==> src/rtl/alu_exec_sequencer_pkg.sv <==
// Shared sizing, state encoding and length clamp for the ALU execution sequencer.
package alu_exec_sequencer_pkg;

    localparam int ADDR_WIDTH = 10;
    localparam int DEPTH      = 1 << ADDR_WIDTH;

    localparam logic [ADDR_WIDTH:0] LEN_MAX = (ADDR_WIDTH + 1)'(DEPTH);

    typedef enum logic [1:0] {
        SEQ_IDLE  = 2'd0,
        SEQ_RUN   = 2'd1,
        SEQ_DRAIN = 2'd2,
        SEQ_DONE  = 2'd3
    } seq_state_t;

    function automatic logic [ADDR_WIDTH:0] clamp_len(input logic [ADDR_WIDTH:0] len);
        return (len > LEN_MAX) ? LEN_MAX : len;
    endfunction

endpackage

==> src/rtl/alu_exec_sequencer_addr_gen.sv <==
// Window address generator: offset counter over [base, base+len), wrapping modulo DEPTH.
module alu_exec_sequencer_addr_gen
    import alu_exec_sequencer_pkg::*;
(
    input  logic                  CLK,
    input  logic                  RST,
    input  logic                  load_i,
    input  logic                  inc_i,
    input  logic [ADDR_WIDTH-1:0] base_i,
    input  logic [ADDR_WIDTH:0]   len_i,
    output logic [ADDR_WIDTH-1:0] addr_o,
    output logic                  last_o
);

    logic [ADDR_WIDTH-1:0] base_q;
    logic [ADDR_WIDTH:0]   len_q;
    logic [ADDR_WIDTH:0]   off_q;

    // off_q counts reads already issued; element 0 is issued in the load cycle itself.
    always_ff @(posedge CLK or negedge RST) begin
        if (!RST) begin
            base_q <= '0;
            len_q  <= '0;
            off_q  <= '0;
        end else if (load_i) begin
            base_q <= base_i;
            len_q  <= len_i;
            off_q  <= (ADDR_WIDTH + 1)'(1);
        end else if (inc_i) begin
            off_q  <= off_q + (ADDR_WIDTH + 1)'(1);
        end
    end

    assign addr_o = load_i ? base_i : base_q + off_q[ADDR_WIDTH-1:0];
    assign last_o = (off_q == len_q);

endmodule

==> src/rtl/alu_exec_sequencer.sv <==
// Run controller for the A/B/op BRAM + ALU + output BRAM datapath; owns the BRAM
// ports while a run is in flight and reports completion through a start/done handshake.
//
//  state     | meaning
//  ----------+-----------------------------------------------------------
//  SEQ_IDLE  | host owns BRAMs; waits for start_i
//  SEQ_RUN   | one read per cycle across the window
//  SEQ_DRAIN | no read; final pipelined write commits
//  SEQ_DONE  | done_o high until start_i drops
module alu_exec_sequencer
    import alu_exec_sequencer_pkg::*;
(
    input  logic                  CLK,
    input  logic                  RST,
    input  logic                  start_i,
    input  logic                  abort_i,
    input  logic [ADDR_WIDTH-1:0] base_addr_i,
    input  logic [ADDR_WIDTH:0]   len_i,
    output logic                  rd_en_o,
    output logic [ADDR_WIDTH-1:0] rd_addr_o,
    output logic                  wr_en_o,
    output logic [ADDR_WIDTH-1:0] wr_addr_o,
    output logic                  eng_sel_o,
    output logic                  busy_o,
    output logic                  done_o,
    output logic                  abort_o,
    output logic [ADDR_WIDTH:0]   proc_cnt_o
);

    seq_state_t            state;
    logic                  aborted;
    logic [ADDR_WIDTH:0]   len_clamped;
    logic                  ag_load;
    logic                  ag_inc;
    logic                  ag_last;
    logic [ADDR_WIDTH-1:0] ag_addr;

    assign len_clamped = clamp_len(len_i);
    assign ag_load     = (state == SEQ_IDLE) && start_i && (len_clamped != '0);
    assign ag_inc      = (state == SEQ_RUN) && !abort_i && !ag_last;

    alu_exec_sequencer_addr_gen u_addr_gen (
        .CLK    (CLK),
        .RST    (RST),
        .load_i (ag_load),
        .inc_i  (ag_inc),
        .base_i (base_addr_i),
        .len_i  (len_clamped),
        .addr_o (ag_addr),
        .last_o (ag_last)
    );

    always_ff @(posedge CLK or negedge RST) begin
        if (!RST) begin
            state      <= SEQ_IDLE;
            aborted    <= 1'b0;
            rd_en_o    <= 1'b0;
            rd_addr_o  <= '0;
            wr_en_o    <= 1'b0;
            wr_addr_o  <= '0;
            eng_sel_o  <= 1'b0;
            busy_o     <= 1'b0;
            done_o     <= 1'b0;
            abort_o    <= 1'b0;
            proc_cnt_o <= '0;
        end else begin
            // The ALU is combinational over a 1-cycle read, so each write trails its read by one cycle.
            wr_en_o   <= rd_en_o;
            wr_addr_o <= rd_addr_o;
            abort_o   <= 1'b0;
            if (wr_en_o) begin
                proc_cnt_o <= proc_cnt_o + (ADDR_WIDTH + 1)'(1);
            end

            case (state)
                SEQ_IDLE: begin
                    if (start_i) begin
                        proc_cnt_o <= '0;
                        aborted    <= 1'b0;
                        if (len_clamped == '0) begin
                            state  <= SEQ_DONE;
                            done_o <= 1'b1;
                        end else begin
                            state     <= SEQ_RUN;
                            rd_en_o   <= 1'b1;
                            rd_addr_o <= ag_addr;
                            busy_o    <= 1'b1;
                            eng_sel_o <= 1'b1;
                        end
                    end
                end
                SEQ_RUN: begin
                    if (abort_i || ag_last) begin
                        state   <= SEQ_DRAIN;
                        rd_en_o <= 1'b0;
                        aborted <= abort_i;
                    end else begin
                        rd_en_o   <= 1'b1;
                        rd_addr_o <= ag_addr;
                    end
                end
                SEQ_DRAIN: begin
                    busy_o    <= 1'b0;
                    eng_sel_o <= 1'b0;
                    if (aborted) begin
                        state   <= SEQ_IDLE;
                        abort_o <= 1'b1;
                    end else begin
                        state  <= SEQ_DONE;
                        done_o <= 1'b1;
                    end
                end
                SEQ_DONE: begin
                    if (!start_i) begin
                        state  <= SEQ_IDLE;
                        done_o <= 1'b0;
                    end
                end
                default: begin
                    state <= SEQ_IDLE;
                end
            endcase
        end
    end

endmodule

==> config.mk <==
export PLATFORM = sky130hd
export DESIGN_NAME = alu_exec_sequencer
export DESIGN_NICKNAME = d
export VERILOG_FILES = /design/src/rtl/alu_exec_sequencer_pkg.sv /design/src/rtl/alu_exec_sequencer_addr_gen.sv /design/src/rtl/alu_exec_sequencer.sv
export SDC_FILE = /design/constraint.sdc
export NUM_CORES = 1
export LEC_CHECK = 0
export ABC_CLOCK_PERIOD_IN_PS = 2600
export CAP_MARGIN = 40
export CORE_MARGIN = 2
export CORE_UTILIZATION = 45
export DETAILED_ROUTE_END_ITERATION = 10
export PLACE_DENSITY = 0.72
export SLEW_MARGIN = 30
export SYNTH_ARGS = -nofsm -noshare
export SYNTH_HDL_FRONTEND = slang
export SYNTH_SLANG_ARGS = --single-unit
==> constraint.sdc <==
create_clock -name CLK -period 2.6 [get_ports CLK]
set_input_delay 0.39 -clock CLK [delete_from_list [all_inputs] [get_ports CLK]]
set_output_delay 0.39 -clock CLK [all_outputs]
set_load 0.01 [all_outputs]
; After elaboration in Yosys (flattened, before gate mapping)
; Cells that the tools add are included.
[word_totals]
ff_bits = 71
inputBits = 25
out_inout_bits = 37
[op_classes]
addsub = 3
n_lt_le_gt_ge = 1
eq_ne = 11
muxes = 32
reduce_logical = 20
[ops]
columns = operator, count
row1 = 2-to-1 mux 11 bit, 6
row2 = 2-to-1 mux 10 bit, 4
row3 = adder 11 x 1 -> 11 bit (second input constant), 2
row4 = case mux 10 bit (2 select lines), 1
row5 = AND reduction 3 bit, 4
row6 = == test 11 bit, 1
row7 = greater-than comparator 11 bit (second input constant), 1
row8 = logical NOT 11 bit, 1
row9 = 2-to-1 mux 1 bit, 11
row10 = nonzero test 11 bit, 1
row11 = adder 10 bit, 1
row12 = 2-to-1 mux 2 bit, 5
row13 = inequality test 2 bit (second input constant), 5
row14 = case mux 2 bit (4 select lines), 1
row15 = case mux 1 bit (2 select lines), 3
row16 = nonzero test 2 bit, 3
row17 = AND reduction 5 bit, 1
row18 = == test 2 bit (second input constant), 2
row19 = logical AND 1 bit, 4
row20 = inequality test 2 x 1 -> 1 bit (second input constant), 2
row21 = AND reduction 4 bit, 1
row22 = case mux 1 bit (3 select lines), 1
row23 = nonzero test 3 bit, 1
row24 = == test 2 x 1 -> 1 bit (second input constant), 1
row25 = other kinds (3), 4

; Logic depth before layout (Yosys ltp)
[logic_depth]
depth_word = 8
depth_mapped = 9

; By module
; Synthesis repeated with hierarchy kept, for this count alone.
[hier_totals]
cells_unflattened = 394
area_unflattened_um2 = 3906.2
[by_module_without_submodules]
columns = module, n_inst, cells_each, area_each_um2, seq_area_each_um2
row1 = alu_exec_sequencer_addr_gen, 1, 202, 1963.1, 800.8
row2 = alu_exec_sequencer, 1, 192, 1943.1, 975.9

; Worst setup path after synthesis
; Ideal clock, no wire load.
[synth_path]
path_kind = flip-flop to flip-flop
start = register u_addr_gen.off_q[0]
end = register rd_addr_o[8]
setup_ps = 83
arrival_time_ps = 1920
required_time_ps = 2517
slack_ps = 597
stages_incl_launch_ff = 10
path_cell_list = dfrtp_1 ha_1 inv_1 fa_1 nor2b_1 o31a_1 o21ai_0 a211o_1 xor2_1 o21ai_0
[synth_between]
elab_chain_cells = 5
word_cells_on_any_way = 10
cone_classes = 1 x add/sub / 2 x eq/ne / 5 x mux / 2 x reduce/logical
[synth_rtl]
columns = element, line_no
row1 = start: declaration, alu_exec_sequencer_addr_gen.sv:17  ; logic [ADDR_WIDTH:0] off_q;
row2 = start signal: assignment, alu_exec_sequencer_addr_gen.sv:28  ; off_q <= (ADDR_WIDTH + 1)'(1);
row3 = start signal: assignment, alu_exec_sequencer_addr_gen.sv:30  ; off_q <= off_q + (ADDR_WIDTH + 1)'(1);
row4 = adder 10 bit, alu_exec_sequencer_addr_gen.sv:34  ; assign addr_o = load_i ? base_i : base_q + off_q[ADDR_WIDTH-1:0];
row5 = 2-to-1 mux 10 bit, alu_exec_sequencer_addr_gen.sv:34
row6 = 2-to-1 mux 10 bit, alu_exec_sequencer.sv:80  ; if (len_clamped == '0) begin
row7 = 2-to-1 mux 10 bit, alu_exec_sequencer.sv:77  ; if (start_i) begin
row8 = case mux 10 bit (2 select lines), alu_exec_sequencer.sv:75  ; case (state)
row9 = end signal: assignment, alu_exec_sequencer.sv:86  ; rd_addr_o <= ag_addr;
row10 = end signal: assignment, alu_exec_sequencer.sv:99  ; rd_addr_o <= ag_addr;
row11 = end: declaration, alu_exec_sequencer.sv:20  ; output logic [ADDR_WIDTH-1:0] rd_addr_o,
; Parallel ways exist; a longest one is shown, timed or not. The select of a mux whose other input is x is not followed.
; A chain may end at the register's enable or synchronous reset.

; Worst setup path in the final report
[layout_path]
start = register u_addr_gen.off_q[1]
end = register rd_addr_o[9]
; The elaborated chain is that of the path after synthesis.

==> flow_metrics.tcl <==
set metrics [dict create \
    drv_cap 0 \
    gr-total-overflow 0 \
    vias 2733 \
    finalSetupTns_ps 0 \
    die_w_um 91.2 \
    grt_max_degree 30 \
    grt_setup_unrepaired "no" \
    max_freq_mhz 454 \
    synth-seq-area-share 0.519 \
    maxSlewViolCount 0 \
    cts_tree "built" \
    dieArea_sq_um 8320 \
    wl_per_cell_um 13.9 \
    start_util 0.469 \
    ant_nets 0 \
    crit_start "u_addr_gen.off_q[1]" \
    first_iter_violations 90 \
    worstMarginPinSlew_ps 478 \
    drive_gt1_frac 0.0728 \
    fillers 683 \
    start_kind "flip-flop" \
    rr_startpoint "u_addr_gen.off_q[1]" \
    crit_buf_inv 0 \
    synth_edf_count 0 \
    drt_wl_total_mm 7.29 \
    cts_inserted_buffers 9 \
    cp_max_fo 7 \
    htreeDepth 3 \
    p_per_area_nw_per_um2 1010 \
    syn_to_final_growth_pct 27.1 \
    p_leak_nw 1.99 \
    synth_seq_cells 71 \
    drt-pass1-iter-count 4 \
    grt_pass1_vias 2734 \
    io_pins 62 \
    finalHoldViolations 0 \
    netlist.top_cell.by_area "dfrtp_1" \
    syn_area_per_cell_sq_um 9.75 \
    cts_sinks 71 \
    cp.arrival_ps 2430 \
    coreArea_sq_um 7290 \
    finalWorstPathRequiredPeriod_ps 2200 \
    ys.flop_type "dfrtp_1" \
    drc 0 \
    crit_top_cell "a21oi_1" \
    setup_viol 0 \
    synth-async-reset-ratio 1.00 \
    critical-path-top-delay-family "compound AO/OA/AOI/OAI gates" \
    num_rows 31 \
    finClkSkew_ps 10.5 \
    netlist_instances 351 \
    grt_pass1_wl_mm 12.5 \
    synth.cell_area_sq_um 3420 \
    grt_usage 0.190 \
    finalWorstSetupSlack_ps 396 \
    synth_area_leaders "dfrtp_1, nand2_1, xnor2_1, ha_1, nor2_1" \
    cts-resized-gates 0 \
    ys_warn_count 0 \
    worst-setup-path-type "flip-flop to flip-flop" \
    slew_headroom 0.681 \
    synth_top_area_frac 0.519 \
    ff_latch_area_sq_um 1780 \
    required_ps 2820 \
    n_antenna_cell 0 \
    design_area_sq_um 4350 \
    hold_depth 0 \
    reg2reg_setup_slack_ps 400 \
    reg2reg_depth 7 \
    pre_cts_ws_ps 220 \
    io_buffers 61 \
    fin_nets 458 \
    fin_crit_sh 0.848 \
    crit_slowest_cell "dfrtp_1" \
    clk_latency_ps 350 \
    die_h_um 91.2 \
    grt_antenna_before_repair 0 \
    path_cells "ha_1 > a21oi_1 > o2111ai_1 > a221o_1 > a21oi_1 > xnor2_1 > o211ai_1" \
    hold_path_startpoint "rd_addr_o[9]" \
    max_stage_delay_ps 460 \
    whs_endpoint "wr_addr_o[9]" \
    cts_root_buf "clkbuf_8" \
    path_clk_slew_ps 80 \
    r2r_end "rd_addr_o[9]" \
    holdCritPathClass "flip-flop to flip-flop" \
    yosysUniqueCellTypes 44 \
    ir_worst_vdd_mv 0.325 \
    status "complete, no violations" \
    via_per_inst 5.21 \
    syn-num-nets 388 \
    place_area_sq_um 4170 \
    cts_buffer_depth 2 \
    critical_path_cell_count 7 \
    end_kind "flip-flop" \
    multi_input_area_sq_um 1540 \
    dpl.hpwl_mm 5.44 \
    finalWeightedCongestion 0.848 \
]
==> layout by cell type, fill, tap and decap left out, drive strengths merged, types with 2 or more instances in the layout <==
| cell type | instances |
|---|---|
| dfrtp | 71 |
| nand2 | 69 |
| clkdlybuf4s50 | 60 |
| nor2 | 32 |
| xnor2 | 21 |
| nand3 | 17 |
| buf | 12 |
| xor2 | 11 |
| a21oi | 11 |
| ha | 11 |
| o21ai | 10 |
| clkbuf | 10 |
| inv | 9 |
| nand3b | 9 |
| and3 | 7 |
| o211ai | 7 |
| nand4 | 6 |
| nor3 | 5 |
| clkinv | 5 |
| nand2b | 4 |
| mux2i | 4 |
| nor4 | 4 |
| nor2b | 4 |
| and2 | 3 |
| a31oi | 3 |
| or3 | 2 |
| a21o | 2 |
| o31ai | 2 |
==> registers in the layout, summed over array words and instances, names as in the netlist <==
register,count
proc_cnt_o,11
done_o,1
aborted,1
rd_addr_o,10
u_addr_gen.base_q,10
rd_en_o,1
u_addr_gen.off_q,11
u_addr_gen.len_q,11
wr_addr_o,10
busy_o,1
wr_en_o,1
abort_o,1
state,2
==> worst max-delay path by stage <==
stage / end
final: rd_addr_o[9]
after global routing: rd_addr_o[8]
after CTS: rd_addr_o[9]
after detailed placement: rd_addr_o[1]
after global placement: rd_addr_o[5]
after floorplan: rd_addr_o[8]
==> power by group <==
group | internal, W | total (W) | switching (W) | leakage [nW]
sequential | 0.00151 | 0.00182 | 0.000313 | 0.906
combinational | 0.000910 | 0.00179 | 0.000884 | 0.992
clock | 0.000367 | 0.000788 | 0.000421 | 0.0918
total | 0.00279 | 0.00440 | 0.00162 | 1.99
==> per-stage QoR <==
step / total power, W / instances / util / hold slack, ps
floorplan: 0.00286 / 351 / - / 94.4
global placement: 0.00359 / 508 / 0.571 / 378
detailed placement: 0.00366 / 508 / 0.571 / 375
CTS: 0.00445 / 525 / 0.597 / 405
global route: 0.00476 / 525 / 0.597 / 417
finish: 0.00440 / 525 / 0.597 / 404
==> cell type report <==
type | count | area share
clock inverters | 6 | 0.00834
repair buffers | 73 | 0.160
flip-flops and latches | 71 | 0.408
clock buffers | 10 | 0.0316
inverters | 9 | 0.00777
multi-input cells | 257 | 0.355
well taps | 99 | 0.0285
==> synth_stat cells, types with 5 or more instances <==
cell type  number
dfrtp_1        71
nand2_1        69
nor2_1         31
xnor2_1        21
nand3_1        17
a21oi_1        11
ha_1           11
xor2_1         11
o21ai_0        10
inv_1           9
nand3b_1        9
and3_1          7
clkbuf_1        7
o211ai_1        7
nand4_1         6
nor3_1          5
==> logic make-up (layout without fill, tap and decap cells) <==
group / count (synthesis) / after routing / share of synthesized area
buf+inv: 23 / 98 / 0.0300
fa+ha+maj: 12 / 12 / 0.0461
simple gates: 165 / 165 / 0.227
xor+xnor: 32 / 32 / 0.0819
flops: 71 / 71 / 0.519
mux: 4 / 4 / 0.0117
compound gates: 44 / 44 / 0.0848
==> metal layers <==
metal,track usage,wire length (um),up-vias,share of wire
li1,-,-,1339,-
met1,0.240,3370,1331,0.46
met2,0.319,3550,51,0.49
met3,0.0332,219,12,0.030
met4,0.0871,154,0,0.021
met5,0,0,-,0
==> repair_timing <==
action | in CTS | in global routing
hold endpoints to repair | 11 | 0
setup buffers | 0 | 0
hold buffers | 1 | 0
No activity file was read; power rests on OpenSTA's default activity.
